===== config.mk =====
export PLATFORM = sky130hd
export DESIGN_NAME = cep_tx_sched_flat
export DESIGN_NICKNAME = d
export VERILOG_FILES = /design/src/rtl/cep_tx_sched_pkg.sv /design/src/rtl/cep_tx_sched_if.sv /design/src/rtl/cep_tx_sched_credit.sv /design/src/rtl/cep_tx_sched.sv /design/src/flat_wrapper.sv
export SDC_FILE = /design/constraint.sdc
export NUM_CORES = 1
export LEC_CHECK = 0
export CORE_UTILIZATION = 40
export CTS_BUF_LIST = sky130_fd_sc_hd__clkbuf_4 sky130_fd_sc_hd__clkbuf_8
export CTS_CLUSTER_DIAMETER = 60
export DETAILED_ROUTE_END_ITERATION = 8
export PLACE_DENSITY = 0.82
export SLEW_MARGIN = 25
export SYNTH_ARGS = -nofsm -noshare
export SYNTH_HDL_FRONTEND = slang
export SYNTH_SLANG_ARGS = --single-unit

===== constraint.sdc =====
create_clock -name clk -period 3.5 [get_ports clk]
set_input_delay 0.525 -clock clk [delete_from_list [all_inputs] [get_ports clk]]
set_output_delay 0.525 -clock clk [all_outputs]
set_load 0.01 [all_outputs]

===== src/rtl/cep_tx_sched_pkg.sv =====
// Shared types and constants for the CEP transmit scheduler.
// State encodings, source identifiers and link-level widths.
package cep_tx_sched_pkg;

  localparam int CEP_DATA_WIDTH   = 64;
  localparam int CEP_CREDIT_WIDTH = 8;

  typedef enum logic [1:0] {
    CEP_TXS_IDLE      = 2'd0,
    CEP_TXS_LOCK_REQ  = 2'd1,
    CEP_TXS_LOCK_RESP = 2'd2
  } txs_state_e;

  typedef enum logic {
    SRC_REQ  = 1'b0,
    SRC_RESP = 1'b1
  } src_e;

  function automatic src_e other_src(input src_e s);
    other_src = (s == SRC_REQ) ? SRC_RESP : SRC_REQ;
  endfunction

endpackage


===== src/rtl/cep_tx_sched_if.sv =====
// Beat handshake bundle: valid/data/last travel with the beat, rdy flows back.
interface cep_tx_sched_if
  import cep_tx_sched_pkg::*;
#(
  parameter int DW = CEP_DATA_WIDTH
) ();

  logic          val;
  logic [DW-1:0] data;
  logic          last;
  logic          rdy;

  modport master (output val, output data, output last, input rdy);
  modport slave  (input val, input data, input last, output rdy);

endinterface


===== src/rtl/cep_tx_sched_credit.sv =====
// Link credit counter: one credit per beat sent, one per far-end slot freed.
// Returns beyond the link buffer depth saturate and raise a sticky error.
module cep_credit_counter
  import cep_tx_sched_pkg::*;
#(
  parameter int CREDITS = 8
) (
  input  logic                        clk,
  input  logic                        rst,
  input  logic                        load_i,
  input  logic                        return_i,
  output logic [CEP_CREDIT_WIDTH-1:0] credits_o,
  output logic                        credit_err_o
);

  localparam logic [CEP_CREDIT_WIDTH-1:0] CREDITS_C = CEP_CREDIT_WIDTH'(CREDITS);

  logic [CEP_CREDIT_WIDTH-1:0] credits_q, credits_d;
  logic                        err_q, err_d;

  // Next credit count and sticky overflow flag.
  always_comb begin
    credits_d = credits_q;
    err_d     = err_q;
    case ({load_i, return_i})
      2'b10: credits_d = credits_q - 8'd1;
      2'b01: begin
        if (credits_q == CREDITS_C) begin
          err_d = 1'b1;
        end else begin
          credits_d = credits_q + 8'd1;
        end
      end
      default: credits_d = credits_q;
    endcase
  end

  // Counter and error registers.
  always_ff @(posedge clk or posedge rst) begin
    if (rst) begin
      credits_q <= CREDITS_C;
      err_q     <= 1'b0;
    end else begin
      credits_q <= credits_d;
      err_q     <= err_d;
    end
  end

  assign credits_o    = credits_q;
  assign credit_err_o = err_q;

endmodule


===== src/rtl/cep_tx_sched.sv =====
// CEP transmit scheduler: message-atomic round-robin between request and
// response sources into a one-entry output stage under link credit control.
module cep_tx_sched
  import cep_tx_sched_pkg::*;
#(
  parameter int CREDITS = 8,
  parameter int DW      = CEP_DATA_WIDTH
) (
  input  logic                        clk,
  input  logic                        rst,
  cep_tx_sched_if.slave               req_if,
  cep_tx_sched_if.slave               resp_if,
  cep_tx_sched_if.master              out_if,
  input  logic                        credit_return_i,
  output logic [CEP_CREDIT_WIDTH-1:0] credits_o,
  output logic                        busy_o,
  output logic                        credit_err_o
);

  txs_state_e    state_q, state_d;
  src_e          prio_q, prio_d;
  logic          out_val_q, out_val_d;
  logic [DW-1:0] out_data_q, out_data_d;
  logic          out_last_q, out_last_d;

  logic [CEP_CREDIT_WIDTH-1:0] credits_s;
  logic          can_load_s;
  logic          gnt_req_s, gnt_resp_s;
  logic          req_hs_s, resp_hs_s, load_s;

  assign can_load_s = (~out_val_q | out_if.rdy) & (credits_s != 8'd0);
  assign req_hs_s   = req_if.val & req_if.rdy;
  assign resp_hs_s  = resp_if.val & resp_if.rdy;
  assign load_s     = req_hs_s | resp_hs_s;

  // State and priority registers.
  always_ff @(posedge clk or posedge rst) begin
    if (rst) begin
      state_q <= CEP_TXS_IDLE;
      prio_q  <= SRC_REQ;
    end else begin
      state_q <= state_d;
      prio_q  <= prio_d;
    end
  end

  // Next state: lock on a non-final beat, release and rotate priority on the last.
  always_comb begin
    state_d = state_q;
    prio_d  = prio_q;
    case (state_q)
      CEP_TXS_IDLE: begin
        if (req_hs_s) begin
          if (req_if.last) begin
            prio_d = other_src(SRC_REQ);
          end else begin
            state_d = CEP_TXS_LOCK_REQ;
          end
        end else if (resp_hs_s) begin
          if (resp_if.last) begin
            prio_d = other_src(SRC_RESP);
          end else begin
            state_d = CEP_TXS_LOCK_RESP;
          end
        end else begin
          state_d = CEP_TXS_IDLE;
        end
      end
      CEP_TXS_LOCK_REQ: begin
        if (req_hs_s && req_if.last) begin
          state_d = CEP_TXS_IDLE;
          prio_d  = other_src(SRC_REQ);
        end else begin
          state_d = CEP_TXS_LOCK_REQ;
        end
      end
      CEP_TXS_LOCK_RESP: begin
        if (resp_hs_s && resp_if.last) begin
          state_d = CEP_TXS_IDLE;
          prio_d  = other_src(SRC_RESP);
        end else begin
          state_d = CEP_TXS_LOCK_RESP;
        end
      end
      default: begin
        state_d = CEP_TXS_IDLE;
        prio_d  = SRC_REQ;
      end
    endcase
  end

  // Grant and ready: a locked state serves only its owner; held low during reset.
  always_comb begin
    gnt_req_s  = 1'b0;
    gnt_resp_s = 1'b0;
    case (state_q)
      CEP_TXS_IDLE: begin
        if (req_if.val && (!resp_if.val || prio_q == SRC_REQ)) begin
          gnt_req_s = 1'b1;
        end else if (resp_if.val) begin
          gnt_resp_s = 1'b1;
        end else begin
          gnt_req_s  = 1'b0;
          gnt_resp_s = 1'b0;
        end
      end
      CEP_TXS_LOCK_REQ:  gnt_req_s  = 1'b1;
      CEP_TXS_LOCK_RESP: gnt_resp_s = 1'b1;
      default: begin
        gnt_req_s  = 1'b0;
        gnt_resp_s = 1'b0;
      end
    endcase
    req_if.rdy  = gnt_req_s  & can_load_s & ~rst;
    resp_if.rdy = gnt_resp_s & can_load_s & ~rst;
  end

  // Output stage: load the accepted beat, otherwise drain when the link takes it.
  always_comb begin
    out_val_d  = out_val_q;
    out_data_d = out_data_q;
    out_last_d = out_last_q;
    if (req_hs_s) begin
      out_val_d  = 1'b1;
      out_data_d = req_if.data;
      out_last_d = req_if.last;
    end else if (resp_hs_s) begin
      out_val_d  = 1'b1;
      out_data_d = resp_if.data;
      out_last_d = resp_if.last;
    end else if (out_if.rdy) begin
      out_val_d = 1'b0;
    end else begin
      out_val_d = out_val_q;
    end
  end

  // Output stage registers.
  always_ff @(posedge clk or posedge rst) begin
    if (rst) begin
      out_val_q  <= 1'b0;
      out_data_q <= '0;
      out_last_q <= 1'b0;
    end else begin
      out_val_q  <= out_val_d;
      out_data_q <= out_data_d;
      out_last_q <= out_last_d;
    end
  end

  cep_credit_counter #(
    .CREDITS (CREDITS)
  ) u_credit (
    .clk          (clk),
    .rst          (rst),
    .load_i       (load_s),
    .return_i     (credit_return_i),
    .credits_o    (credits_s),
    .credit_err_o (credit_err_o)
  );

  assign out_if.val  = out_val_q;
  assign out_if.data = out_data_q;
  assign out_if.last = out_last_q;
  assign credits_o   = credits_s;
  assign busy_o      = (state_q != CEP_TXS_IDLE) | out_val_q;

endmodule


===== src/flat_wrapper.sv =====
// flat-port wrapper written by rule: the top's interface ports become plain ports
module cep_tx_sched_flat import cep_tx_sched_pkg::*;
#(
  parameter int CREDITS = 8,
  parameter int DW      = CEP_DATA_WIDTH
)
  (clk, rst, credit_return_i, credits_o, busy_o, credit_err_o, req_if_val, req_if_data, req_if_last, req_if_rdy, resp_if_val, resp_if_data, resp_if_last, resp_if_rdy, out_if_val, out_if_data, out_if_last, out_if_rdy);
  cep_tx_sched_if #(.DW(DW)) req_if_i ();
  cep_tx_sched_if #(.DW(DW)) resp_if_i ();
  cep_tx_sched_if #(.DW(DW)) out_if_i ();
  input  logic clk;
  input  logic rst;
  input  logic credit_return_i;
  output logic [CEP_CREDIT_WIDTH-1:0] credits_o;
  output logic busy_o;
  output logic credit_err_o;
  input wire logic [$bits(req_if_i.val)-1:0] req_if_val;
  input wire logic [$bits(req_if_i.data)-1:0] req_if_data;
  input wire logic [$bits(req_if_i.last)-1:0] req_if_last;
  output wire logic [$bits(req_if_i.rdy)-1:0] req_if_rdy;
  input wire logic [$bits(resp_if_i.val)-1:0] resp_if_val;
  input wire logic [$bits(resp_if_i.data)-1:0] resp_if_data;
  input wire logic [$bits(resp_if_i.last)-1:0] resp_if_last;
  output wire logic [$bits(resp_if_i.rdy)-1:0] resp_if_rdy;
  output wire logic [$bits(out_if_i.val)-1:0] out_if_val;
  output wire logic [$bits(out_if_i.data)-1:0] out_if_data;
  output wire logic [$bits(out_if_i.last)-1:0] out_if_last;
  input wire logic [$bits(out_if_i.rdy)-1:0] out_if_rdy;
  assign req_if_i.val = req_if_val;
  assign req_if_i.data = req_if_data;
  assign req_if_i.last = req_if_last;
  assign req_if_rdy = req_if_i.rdy;
  assign resp_if_i.val = resp_if_val;
  assign resp_if_i.data = resp_if_data;
  assign resp_if_i.last = resp_if_last;
  assign resp_if_rdy = resp_if_i.rdy;
  assign out_if_val = out_if_i.val;
  assign out_if_data = out_if_i.data;
  assign out_if_last = out_if_i.last;
  assign out_if_i.rdy = out_if_rdy;
  cep_tx_sched #(.CREDITS(CREDITS), .DW(DW)) u_core (.clk(clk), .rst(rst), .req_if(req_if_i), .resp_if(resp_if_i), .out_if(out_if_i), .credit_return_i(credit_return_i), .credits_o(credits_o), .busy_o(busy_o), .credit_err_o(credit_err_o));
endmodule

==> out/results.ini <==
[run_status]
status=complete, no violations

[worst_setup_path]
path_cells=clkdlybuf4s50_1, nor2b_1, o211ai_1, nand2b_4, nand2_4, ha_1, o21ai_0, nand2b_1, a31oi_1, mux2i_1, xnor2_1
arrival_ns=3.12
slowest_delay_ns=0.43
cp_max_fo=7
r2r-start=u_core.u_credit.credits_o[0]
critPathLaunchType=input port
worstSetupPathType=in -> reg
slowest_stage=clkdlybuf4s50_1
cpLargestDelayFamily=compound AO/OA/AOI/OAI gates
critPathLaunch=resp_if_val
required_ns=3.77
path_buf_inv=1
end_kind=flop

[logic_synthesis]
synth_warnings=0
post_synth.cell_area_avg_um2=10.43
ys.flop_type=dfrtp_1
seq_area_frac_synth_pct=49.79
async_flop_share_pct=100.0
synth_cell_type_count=41
synth.cell_area_um2=3923
synth_nets=519
synth_edf_count=0
ys_ff_latch=78
yosys.area.top_type_share_pct=49.12
synthTopCellsByArea=dfrtp_1 (49%), mux2i_1 (17%), o21ai_0 (7.8%)
yosysTopAreaCell=dfrtp_1
synthCells=376

[clocking]
clock_path_buffers=2
postCtsSetupBuffers=0
cts.clk_slew.worst_paths_ns=0.08
numClockSinks=78
cts_max_level=3
postCtsHoldBufs=0
clk_latency_ns=0.34
root_buffer=clkbuf_8
cts_tree=built
cts_buffers=9
cts_resized=0

[placed_design]
placed_cells=701
gp_congestion=0.8875
port_buffers=213
place_ws_ns=0.3076
place_hpwl_um=8525

[final_layout]
layout.nets=726
final_cells=716
final_core_util_pct=68.72
drive_gt1_share_pct=6.474
diodes=0
syn2layout_area_growth_pct=64.18

[grt]
grtUsageTotal_pct=23.56
grt_overflow=0
antenna_found_initial=0
grt_pass1_vias=3841
grt_pass1_wl_um=18440
grt_max_degree=82

[timing]
finalMaxSlewViolations=0
worst_slew_pin_slew_ns=0.7288
finClkSkew_ns=0.01283
hold-worst-slack_ns=0.5060
setup_viol=0
clock.fmax_mhz=351.1
setup_ws_ns=0.6521
slew_headroom_pct=51.41
min_period_over_period_pct=81.37
rsz0062_at_grt=false
min_period_ns=2.848
final_hold_viol_count=0

[power_and_ir_drop]
peakVddDrop_v=0.0005711
internal-power_uw=3202
p_leak_uw=0.002902
finalPower_uw=4883
pwr-share-seq_pct=34.3
clkPwrFrac_pct=15.8
p_sw_uw=1681
swShare_pct=34.43
pwr_density_cell_nw_per_um2=758.3
pwr-share-comb_pct=49.9

[routing]
vias=3606
vias_per_cell=5.036
drt_wl_total_um=11560
drtIter0Drc=69
ant_nets=0
drc=0
wire_per_inst_um=16.14
drt-pass1-iter-count=4

[floorplanning]
rows=35
dieWidth_um=101.0
die-area_um2=10210
initial_core_util_pct=41.86
die_height_um=101.0
coreArea_um2=9371
io_pins=214

[flow_run]
cap_violations=0

[min_path]
hold_path_class=reg -> reg
min_from=u_core.out_if.last

## final timing paths
check                           slack, ns  depth (start not counted)                            to
worst max register to register       0.79                         10  u_core.u_credit.credits_o[7]
worst min-delay path                 0.51                          2            u_core.out_if.last
max in group asynchronous            2.14                          3  u_core.u_credit.credit_err_o
worst max-delay path                 0.65                         11  u_core.u_credit.credits_o[7]
min in group asynchronous            0.85                          3        u_core.out_if.data[27]
worst min register to register       0.51                          2            u_core.out_if.last
## per-stage QoR
stage / area, um2 / setup TNS [ns]
2_1_floorplan: 3978 / -0.1283
3_3_place_gp: 6182 / 0
3_5_place_dp: 6210 / 0
4_1_cts: 6436 / 0
5_1_grt: 6440 / 0
6_report: 6440 / 0
## logic make-up (layout without fill, tap and decap cells)
kind of cell / Yosys count / in the layout / synth area share [%]
and+or+nand+nor: 98 / 98 / 11.39
AOI/OAI and AO/OA: 87 / 87 / 12.44
DFF: 78 / 78 / 49.79
muxes: 72 / 72 / 18.56
buffers and inverters: 27 / 238 / 3.828
adders and majority gates: 7 / 7 / 2.424
xor gates and xnor gates: 7 / 7 / 1.563
## synthesized netlist by cell type, types with 2 or more instances
cell and instances:
buf_6 2, nor3_1 4, nor2_1 2, buf_4 6
xnor2_1 6, clkbuf_1 5, nor3b_1 2, nand2b_1 4
or4_1 2, dfrtp_1 77, mux2_1 3, mux2_2 3
o211ai_1 2, nor4_2 2, a21oi_1 7, nor2b_1 3
mux2i_1 66, o21ai_1 7, ha_1 6, buf_2 9
o21ai_0 61, inv_1 5, nand2_1 74
## worst reg2reg max path: cells and delay by family (launching register included)
family,cells,cell delay [ns]
XOR/XNOR,1,0.13
AO/OA/AOI/OAI,2,0.44
adder cells (fa/ha/maj),1,0.37
multiplexers,1,0.25
AND/OR/NAND/NOR,5,0.94
flip-flops,1,0.51
## cell usage in the layout (no fill, tap or decap), types with 2 or more instances in the layout
cell type and instances:
mux2_1 3, inv_1 4, o211ai_1 2, dfrtp_1 77, a21oi_1 6, bufinv_16 2, nand2_1 73, nor3_1 4
ha_4 2, ha_1 4, o21ai_1 8, nand2b_1 3, nor2b_1 3, clkinvlp_4 2, mux2i_1 66, nor2_1 2
buf_4 2, clkbuf_8 11, nor3b_1 2, clkdlybuf4s50_1 213, or4_1 2, nor4_2 2, o21ai_0 60, xnor2_1 6
mux2_2 3
## layout make-up
class	count	area (um2)
clock buffers	12	158.9
clock inverters	3	67.56
fillers	786	2932
inverters	5	22.52
multi-input cells	271	1871
flip-flops and latches	78	1953
well taps	129	161.4
repair buffers	218	2206
## sequential cells by signal, indices dropped and copies added (netlist names)
name and flops:
u_core.u_credit.credit_err_o 1, u_core.out_if.data 64, u_core.u_credit.credits_o 8, u_core.out_if.last 1, u_core.state_q 2, u_core.prio_q 1
u_core.out_if.val 1
## metal layers
layer | routed length [um] | share of wire, % | global-route usage (%) | vias up
met1 | 4470 | 39 | 26.67 | 1719
met3 | 790 | 6.8 | 6.380 | 19
li1 | - | - | - | 1734
met2 | 6051 | 52 | 42.57 | 134
met5 | 0 | 0 | 0 | -
met4 | 245 | 2.1 | 8.250 | 0
## power groups by stage
| stage | Combinational, uW | Clock [uW] | Sequential, uW |
|---|---|---|---|
| 6_report | 2440 | 770 | 1680 |
| 5_1_grt | 2650 | 843 | 1740 |
| 4_1_cts | 2460 | 797 | 1680 |
| 3_5_place_dp | 2450 | 0 | 1690 |
| 3_3_place_gp | 2370 | 0 | 1670 |
| 2_1_floorplan | 1010 | 0 | 1840 |
Note: power is estimated with default switching activity, not from simulation.
